==> src/rtl/sound_fifo.sv <==
// Sample FIFO with rate timer replaying bytes onto the four Soundrive DAC channel registers.
// Define SOUND_FIFO_IRQ_EN to add the half-empty irq output.
module sound_fifo #(
    parameter int unsigned DEPTH_LOG2 = 5,
    parameter int unsigned DIV_W      = 12
) (
    input  logic                  clk,
    input  logic                  rst_n,
    input  logic [7:0]            data_in,
    input  logic                  fifo_wr,
    input  logic                  fifo_clr,
    input  logic                  enable,
    input  logic                  stereo,
    input  logic [DIV_W-1:0]      rate_div,
    output logic [7:0]            sd_data,
    output logic [1:0]            sd_sel,
    output logic                  sd_wr,
    output logic [DEPTH_LOG2:0]   level,
    output logic                  empty,
    output logic                  full,
    output logic                  ovf,
    output logic                  unf
`ifdef SOUND_FIFO_IRQ_EN
    ,
    output logic                  irq
`endif
);

    localparam int unsigned Depth = 1 << DEPTH_LOG2;
    localparam int unsigned LvlW  = DEPTH_LOG2 + 1;

    typedef enum logic [2:0] {StIdle, StW0, StW1, StW2, StW3} state_e;

    logic [7:0]            mem_q [Depth];
    logic [DEPTH_LOG2-1:0] head_q, head_d, tail_q, tail_d;
    logic [LvlW-1:0]       level_q, level_d, need, pop_n;
    logic                  ovf_q, ovf_d, unf_q, unf_d;
    logic [DIV_W-1:0]      eff_div, cnt_q, cnt_d, cnt_cur;
    logic                  loaded_q, loaded_d, tick;
    state_e                state_q, state_d;
    logic [7:0]            l_q, l_d, r_q, r_d, l_byte, r_byte;
    logic [7:0]            sd_data_q, sd_data_d;
    logic [1:0]            sd_sel_q, sd_sel_d;
    logic                  sd_wr_q, sd_wr_d;
    logic                  ready, start, push;

    // While disabled (or straight out of reset) the count tracks rate_div live.
    always_comb begin
        eff_div  = (rate_div < DIV_W'(3)) ? DIV_W'(3) : rate_div;
        cnt_cur  = loaded_q ? cnt_q : eff_div;
        tick     = 1'b0;
        cnt_d    = eff_div;
        loaded_d = 1'b0;
        if (enable) begin
            loaded_d = 1'b1;
            if (cnt_cur == '0) begin
                tick  = 1'b1;
                cnt_d = eff_div;
            end else begin
                cnt_d = cnt_cur - DIV_W'(1);
            end
        end
    end

    // W3 is the last strobe cycle, so a tick there may start the next burst back-to-back.
    always_comb begin
        ready  = (state_q == StIdle) || (state_q == StW3);
        need   = stereo ? LvlW'(2) : LvlW'(1);
        start  = tick && ready && !fifo_clr && (level_q >= need);
        push   = fifo_wr && !fifo_clr && (level_q != LvlW'(Depth));
        pop_n  = start ? need : '0;
        l_byte = mem_q[head_q];
        r_byte = stereo ? mem_q[head_q + DEPTH_LOG2'(1)] : l_byte;

        head_d  = head_q + pop_n[DEPTH_LOG2-1:0];
        tail_d  = push ? tail_q + DEPTH_LOG2'(1) : tail_q;
        level_d = level_q + {{(LvlW-1){1'b0}}, push} - pop_n;
        ovf_d   = ovf_q | (fifo_wr && (level_q == LvlW'(Depth)));
        unf_d   = unf_q | (tick && ready && (level_q < need));
        if (fifo_clr) begin
            head_d  = '0;
            tail_d  = '0;
            level_d = '0;
            ovf_d   = 1'b0;
            unf_d   = 1'b0;
        end
    end

    always_comb begin
        state_d   = state_q;
        sd_wr_d   = 1'b0;
        sd_sel_d  = sd_sel_q;
        sd_data_d = sd_data_q;
        l_d       = l_q;
        r_d       = r_q;
        if (start) begin
            state_d   = StW0;
            sd_wr_d   = 1'b1;
            sd_sel_d  = 2'd0;
            sd_data_d = l_byte;
            l_d       = l_byte;
            r_d       = r_byte;
        end else begin
            unique case (state_q)
                StW0: begin
                    state_d   = StW1;
                    sd_wr_d   = 1'b1;
                    sd_sel_d  = 2'd1;
                    sd_data_d = l_q;
                end
                StW1: begin
                    state_d   = StW2;
                    sd_wr_d   = 1'b1;
                    sd_sel_d  = 2'd2;
                    sd_data_d = r_q;
                end
                StW2: begin
                    state_d   = StW3;
                    sd_wr_d   = 1'b1;
                    sd_sel_d  = 2'd3;
                    sd_data_d = r_q;
                end
                StW3:    state_d = StIdle;
                StIdle:  state_d = StIdle;
                default: state_d = StIdle;
            endcase
        end
    end

    always_ff @(posedge clk) begin
        if (push) begin
            mem_q[tail_q] <= data_in;
        end
    end

    always_ff @(posedge clk or negedge rst_n) begin
        if (!rst_n) begin
            head_q    <= '0;
            tail_q    <= '0;
            level_q   <= '0;
            ovf_q     <= 1'b0;
            unf_q     <= 1'b0;
            cnt_q     <= '0;
            loaded_q  <= 1'b0;
            state_q   <= StIdle;
            l_q       <= '0;
            r_q       <= '0;
            sd_data_q <= '0;
            sd_sel_q  <= '0;
            sd_wr_q   <= 1'b0;
        end else begin
            head_q    <= head_d;
            tail_q    <= tail_d;
            level_q   <= level_d;
            ovf_q     <= ovf_d;
            unf_q     <= unf_d;
            cnt_q     <= cnt_d;
            loaded_q  <= loaded_d;
            state_q   <= state_d;
            l_q       <= l_d;
            r_q       <= r_d;
            sd_data_q <= sd_data_d;
            sd_sel_q  <= sd_sel_d;
            sd_wr_q   <= sd_wr_d;
        end
    end

    assign sd_data = sd_data_q;
    assign sd_sel  = sd_sel_q;
    assign sd_wr   = sd_wr_q;
    assign level   = level_q;
    assign empty   = (level_q == '0);
    assign full    = (level_q == LvlW'(Depth));
    assign ovf     = ovf_q;
    assign unf     = unf_q;

`ifdef SOUND_FIFO_IRQ_EN
    logic irq_q;

    always_ff @(posedge clk or negedge rst_n) begin
        if (!rst_n) begin
            irq_q <= 1'b0;
        end else begin
            irq_q <= enable && (level_q <= LvlW'(Depth / 2));
        end
    end

    assign irq = irq_q;
`endif

endmodule

==> config.mk <==
export PLATFORM = sky130hd
export DESIGN_NAME = sound_fifo
export DESIGN_NICKNAME = d
export VERILOG_FILES = /design/src/rtl/sound_fifo.sv
export SDC_FILE = /design/constraint.sdc
export NUM_CORES = 1
export LEC_CHECK = 0
export BUFFER_PORTS_ARGS = -buffer_cell sky130_fd_sc_hd__buf_2
export CORE_MARGIN = 2
export CORE_UTILIZATION = 50
export DETAILED_ROUTE_END_ITERATION = 12
export HOLD_SLACK_MARGIN = 0.02
export PLACE_DENSITY_LB_ADDON = 0.15
export SKIP_LAST_GASP = 1
export SLEW_MARGIN = 40
export SYNTH_ARGS = -nofsm -noshare
export SYNTH_HDL_FRONTEND = slang
export SYNTH_SLANG_ARGS = --single-unit
export TNS_END_PERCENT = 5
==> constraint.sdc <==
create_clock -name clk -period 7.2 [get_ports clk]
set_input_delay 1.44 -clock clk [delete_from_list [all_inputs] [get_ports clk]]
set_output_delay 1.44 -clock clk [all_outputs]
set_load 0.02 [all_outputs]
# --- Word-level counts from Yosys, hierarchy flattened ---
# Memories as Yosys holds them, arrays and structs flattened.
# Index checks and enable logic that the tools add are counted.
totals:
  out_inout_bits: 21
  ramBits: 256
  mem_count: 1
  wordCells: 74
  inputBits: 26
  register_bits: 61
classes:
  n_lt_le_gt_ge: 3
  n_mux: 26
  n_bitwise: 2
  eq_ne: 6
  reduce_logical: 17
  add_sub_neg: 6
mem_list:
  columns: ["name", "depth", "word_bits", "read_ports", "rd_clocked_by_memory_dff", "wr", "line", "text"]
  rows:
  - ["mem_q", 32, 8, 2, 0, 1, "34", "logic [7:0] mem_q [Depth];"]
op_table:
  columns: ["operator", "count"]
  rows:
  - ["12-bit two-way mux", 4]
  - ["8-bit two-way mux", 2]
  - ["8-bit case mux with 2 select lines", 1]
  - ["5-bit two-way mux", 3]
  - ["12-bit zero test", 1]
  - ["12-bit by 2-bit < comparator with 1-bit output (second input constant)", 1]
  - ["12-bit by 1-bit subtractor with 12-bit output (second input constant)", 1]
  - ["5-bit by 1-bit adder with 5-bit output (second input constant)", 2]
  - ["1-bit two-way mux", 9]
  - ["3-bit case mux with 3 select lines", 1]
  - ["1-bit logical AND", 7]
  - ["6-bit by 1-bit adder with 6-bit output", 1]
  - ["3-bit by 2-bit equality test with 1-bit output (second input constant)", 2]
  - ["6-bit equality test (second input constant)", 1]
  - ["6-bit by 2-bit >= comparator with 1-bit output", 1]
  - ["6-bit zero test", 1]
  - ["6-bit by 2-bit < comparator with 1-bit output", 1]
  - ["2-bit two-way mux", 3]
  - ["6-bit two-way mux", 1]
  - ["6-bit inequality test (second input constant)", 1]
  - ["2-bit case mux with 3 select lines", 1]
  - ["6-bit by 2-bit subtractor with 6-bit output", 1]
  - ["5-bit by 2-bit adder with 5-bit output", 1]
  - ["4-bit nonzero test", 1]
  - ["11 further kinds", 12]

# --- Depth between registers and ports, before layout ---
depth:
  depth_word: 12
  ltp_mapped: 20
  depth_no_buf: 16

# --- Worst setup path after synthesis ---
# Ideal clock, no wire load.
synth_timing:
  path_type: "input to register"
  startpoint: "input port rate_div[11]"
  endpoint: "register level_q[5] (netlist: level[5])"
  t_required_ps: 7068
  slack_ps: 2539
  setup_ps: 132
  n_path_buf: 0
  stages: 16
  t_arrival_ps: 4529
  path_cell_list: "or4_1 > nor3_1 > o31ai_1 > ha_1 > o211ai_1 > nor2b_1 > nand4_1 > or2_1 > ha_1 > ha_1 > a21o_1 > a21oi_1 > o21bai_1 > a21oi_1 > xnor2_1 > nor2_1"
synth_between:
  elab_chain_cells: 12
synth_rtl:
  columns: ["element", "line", "text"]
  rows:
  - ["from (decl)", "14", "input logic [DIV_W-1:0] rate_div,"]
  - ["12-bit by 2-bit < comparator with 1-bit output", "49", "eff_div = (rate_div < DIV_W'(3)) ? DIV_W'(3) : rate_div;"]
  - ["12-bit two-way mux (*)", "49", null]
  - ["12-bit two-way mux (*)", "50", "cnt_cur = loaded_q ? cnt_q : eff_div;"]
  - ["12-bit zero test (*)", "56", "if (cnt_cur == '0) begin"]
  - ["1-bit two-way mux (*)", "56", null]
  - ["1-bit two-way mux (*)", "54", "if (enable) begin"]
  - ["1-bit logical AND (*) (3 in a row)", "69", "start = tick && ready && !fifo_clr && (level_q >= need);"]
  - ["2-bit two-way mux (*)", "71", "pop_n = start ? need : '0;"]
  - ["6-bit by 2-bit subtractor with 6-bit output (*)", "77", "level_d = level_q + {{(LvlW-1){1'b0}}, push} - pop_n;"]
  - ["6-bit two-way mux (*)", "80", "if (fifo_clr) begin"]
  - ["via level_d[5]", "36", "logic [LvlW-1:0] level_q, level_d, need, pop_n;"]
  - ["to (signal assigned)", "154", "level_q <= level_d;"]
  - ["to (decl)", "36", null]
# Mark *: on every way through the listed nets, which the timed path passes. The rest lies on a longest branch.
# A chain may end at the register's enable or synchronous reset.

# --- Final worst setup path ---
# Ends and elaborated chain as after synthesis.

==> impl_metrics.tcl <==
set metrics [dict create \
    status "completed" \
    internal-power_mw 3.282 \
    max_clock_freq_ghz 0.2112 \
    area_growth_pct 10.49 \
    cts_tree "yes" \
    setup_tns_ns 0 \
    critPathCaptureType "flip-flop" \
    holdWs_ns 0.4699 \
    grt_overflow 0 \
    finalNonFillerCells 1544 \
    cp.depth 17 \
    synth_top_family_by_area "multiplexers" \
    first_iter_violations 931 \
    die_area_mm2 0.03341 \
    route.detailed.drc 0 \
    grt_pass1_wl_um 62360 \
    path_clk_slew_ns 0.06 \
    clock_skew_ns 0.02069 \
    critPathKind "in -> reg" \
    cp_top_family "simple AND/OR/NAND/NOR gates" \
    synth-xor-area-share_pct 0.9785 \
    antenna_left 0 \
    start_kind "input pin" \
    io_pins 47 \
    p_per_area_mw_per_mm2 243.7 \
    synth_largest_area_cell "edfxtp_1" \
    syn-num-nets 1140 \
    ir_drop_mv 0.1996 \
    power.switching_mw 1.021 \
    post_cts.repair.setup_buffers 0 \
    pwr-share-seq_pct 48.4 \
    startpoint "rate_div[11]" \
    first_global_vias 9889 \
    fill_cells 2528 \
    cp.arrival_ns 5.12 \
    required_ns 7.59 \
    path_cells "buf_2 > or4_1 > nor3_1 > o31ai_1 > ha_1 > o211ai_1 > nor2b_1 > nand4_1 > or2_1 > ha_1 > ha_1 > a21o_1 > a21oi_1 > o21bai_1 > a21oi_1 > xnor2_1 > nor2_1" \
    netlist_area_mm2 0.01598 \
    synth_seq_cells 317 \
    hold_viol 0 \
    rr_startpoint "head_q[0]$_DFF_PN0_" \
    rsz0062_at_grt "false" \
    p_comb_share_pct 8.8 \
    die_x_um 182.8 \
    worstRegToRegCells 7 \
    yosysWarningCount 0 \
    synthCells 1091 \
    synth_mux_area_share_pct 19.02 \
    clock_tree.root_cell "clkbuf_16" \
    switching_share_pct 23.73 \
    synth.area.top_cells "edfxtp_1, mux4_2, dfrtp_1" \
    synth_simple_gate_area_share_pct 8.924 \
    grt_usage_pct 25.25 \
    ys_types 79 \
    crit_buf_inv 1 \
    grt_antenna_before_repair 1 \
    synth-async-reset-ratio_pct 19.24 \
    die_h_um 182.8 \
    wirelength_um 41500 \
    dp.cells 1480 \
    drive_gt1_share_pct 25.15 \
    slew_violations 0 \
    register_area_mm2 0.009219 \
    ctsResizeCount 0 \
    crit_path_max_fanout 8 \
    min_path_type "reg -> reg" \
    totalPowerFinal_mw 4.303 \
    synth-seq-area-share_pct 57.64 \
    r2r-end "r_q[0]$_DFFE_PN0P_" \
    grt_start_max_net_pins 62 \
    slowest_stage "or4_1" \
    synth_edf_count 256 \
    finalCriticalPeriod_ns 4.734 \
    finalCritPeriodShare_pct 65.75 \
    multi_input_area_mm2 0.006324 \
    cts_buffers 35 \
    std_cell_rows 65 \
    ctsHoldBuffers 0 \
    synth_compound_area_share_pct 8.063 \
    synth_fa_ha_area_share_pct 1.894 \
    design.core.area_mm2 0.03156 \
    worst_pin_slew_ns 0.8447 \
    rrSetupSlack_ns 3.24 \
    cellLeakagePower_nw 5.813 \
    slew_headroom_pct 43.53 \
    synth_top_area_share_pct 48.09 \
    vias 9969 \
    dpl.hpwl_um 27670 \
    vias_per_cell 6.457 \
    synth-main-ff-cell "edfxtp_1" \
    pwr-share-clk_pct 42.7 \
    gp_congestion 0.9182 \
    clk_latency_ns 0.52 \
    drv_cap 0 \
    final_net_count 1164 \
    io_buffers 46 \
    ctsHtreeMaxLevel 2 \
    slowest_delay_ns 0.58 \
    cts_buffer_depth 3 \
    crit_end "level[5]$_DFF_PN0_" \
    wire_per_inst_um 26.88 \
    setup_viol 0 \
    initial_core_util_pct 50.65 \
    crit_top_cell "ha_1" \
    clock_sinks 317 \
    synth_area_per_cell_um2 14.65 \
    firstDrtPassIters 7 \
]
## per-layer routing
metal  vias to the layer above  part of all wire, %  GRT usage, %
met1                      5149                   42         35.44
met3                        67                  7.4         4.329
met5                         -                    0             0
met2                       395                   48         40.96
met4                         0                  2.4         7.520
li1                       4358                    -             -
## cells in the final DEF, fill, tap and decap left out, types with 6 or more instances in the layout
cell / n
or3_1: 7
o21ai_0: 24
nor3b_1: 6
edfxtp_1: 256
ha_1: 20
clkinv_1: 6
nor2_2: 27
and3_1: 6
a21oi_1: 39
nor2_1: 44
o22ai_1: 7
o221ai_1: 11
buf_4: 14
dfrtp_1: 59
a211oi_1: 7
nand3_1: 22
nor3_1: 12
o21ai_1: 11
mux2i_1: 48
nand3b_1: 7
buf_2: 46
clkinv_2: 7
clkbuf_16: 37
a22o_1: 6
nor2b_1: 21
inv_1: 18
nand2b_1: 17
mux4_2: 106
nand2_1: 82
a22oi_1: 21
xnor2_1: 10
mux2_2: 12
## synth_stat cells (all sizes together), types with 3 or more instances
cell and count:
xor2 6, a2111oi 7, xnor2 11, nand4 3, o22ai 8, nor2b 23
mux2i 48, nor4 5, a31oi 6, mux4 106, or2 11, and2 3
o21ai 35, a32oi 5, nor2 71, nor3b 7, a21boi 3, o211ai 3
nor3 13, o22a 3, or3 7, a21oi 39, o31ai 6, edfxtp 256
a211oi 7, a32o 5, nand3b 7, nand2b 17, nand4b 4, buf 52
nand2 82, clkbuf 23, a22o 6, mux2 15, and3 6, dfrtp 61
o221ai 11, inv 18, ha 21, nand3 22, a22oi 21
## layout make-up
class / instances / share of cell area, %
Antenna cell: 1 / 0.01417
Clock buffer: 41 / 5.328
Clock inverter: 22 / 1.374
Inverter: 19 / 0.4038
Multi-Input combinational cell: 680 / 35.81
Sequential cell: 317 / 52.20
Tap cell: 402 / 2.848
Timing Repair Buffer: 62 / 2.026
## stage by stage
| step | util [%] | cell area [µm²] | setup slack (ns) |
|---|---|---|---|
| after global routing | 55.96 | 17660 | 2.208 |
| after CTS | 55.84 | 17620 | 2.460 |
| after floorplan | - | 15980 | 2.539 |
| after detailed placement | 52.09 | 16440 | 1.925 |
| final | 55.97 | 17660 | 2.466 |
| after global placement | 51.95 | 16390 | 2.020 |
## worst min path at each step
stage	start	to	depth (start not counted)
after floorplan	l_q[2]$_DFFE_PN0P_	l_q[2]$_DFFE_PN0P_	2
after global placement	l_q[2]$_DFFE_PN0P_	l_q[2]$_DFFE_PN0P_	2
after detailed placement	l_q[4]$_DFFE_PN0P_	l_q[4]$_DFFE_PN0P_	2
after CTS	l_q[4]$_DFFE_PN0P_	l_q[4]$_DFFE_PN0P_	2
after global routing	l_q[2]$_DFFE_PN0P_	l_q[2]$_DFFE_PN0P_	2
final	l_q[5]$_DFFE_PN0P_	l_q[5]$_DFFE_PN0P_	2
## power groups by stage
stage / combinational, mW / sequential (mW) / clock, mW
global placement: 0.373 / 2.12 / 0
detailed placement: 0.379 / 2.12 / 0
floorplan: 0.239 / 2.11 / 0
global route: 0.423 / 2.09 / 1.94
CTS: 0.380 / 2.09 / 1.87
finish: 0.380 / 2.08 / 1.84
## worst min-delay path, stage by stage (launching register included)
cell and delay (ns):
dfrtp_1 0.34, nand2_1 0.05, nand2_1 0.05
## flip-flops by register name, summed over array words and instances, names as in the netlist
name,cells
mem_q,256
cnt_q,12
l_q,8
r_q,8
sd_data,8
level,6
head_q,5
tail_q,5
state_q,3
sd_sel,2
loaded_q,1
ovf,1
sd_wr,1
unf,1
## kinds of logic after synthesis
logic type,count (synthesis)
xor gates and xnor gates,17
DFF,317
AOI/OAI and AO/OA,184
buffers and inverters,94
adders and majority gates,23
muxes,169
and+or+nand+nor,287
(Power assumes the default switching activity.)
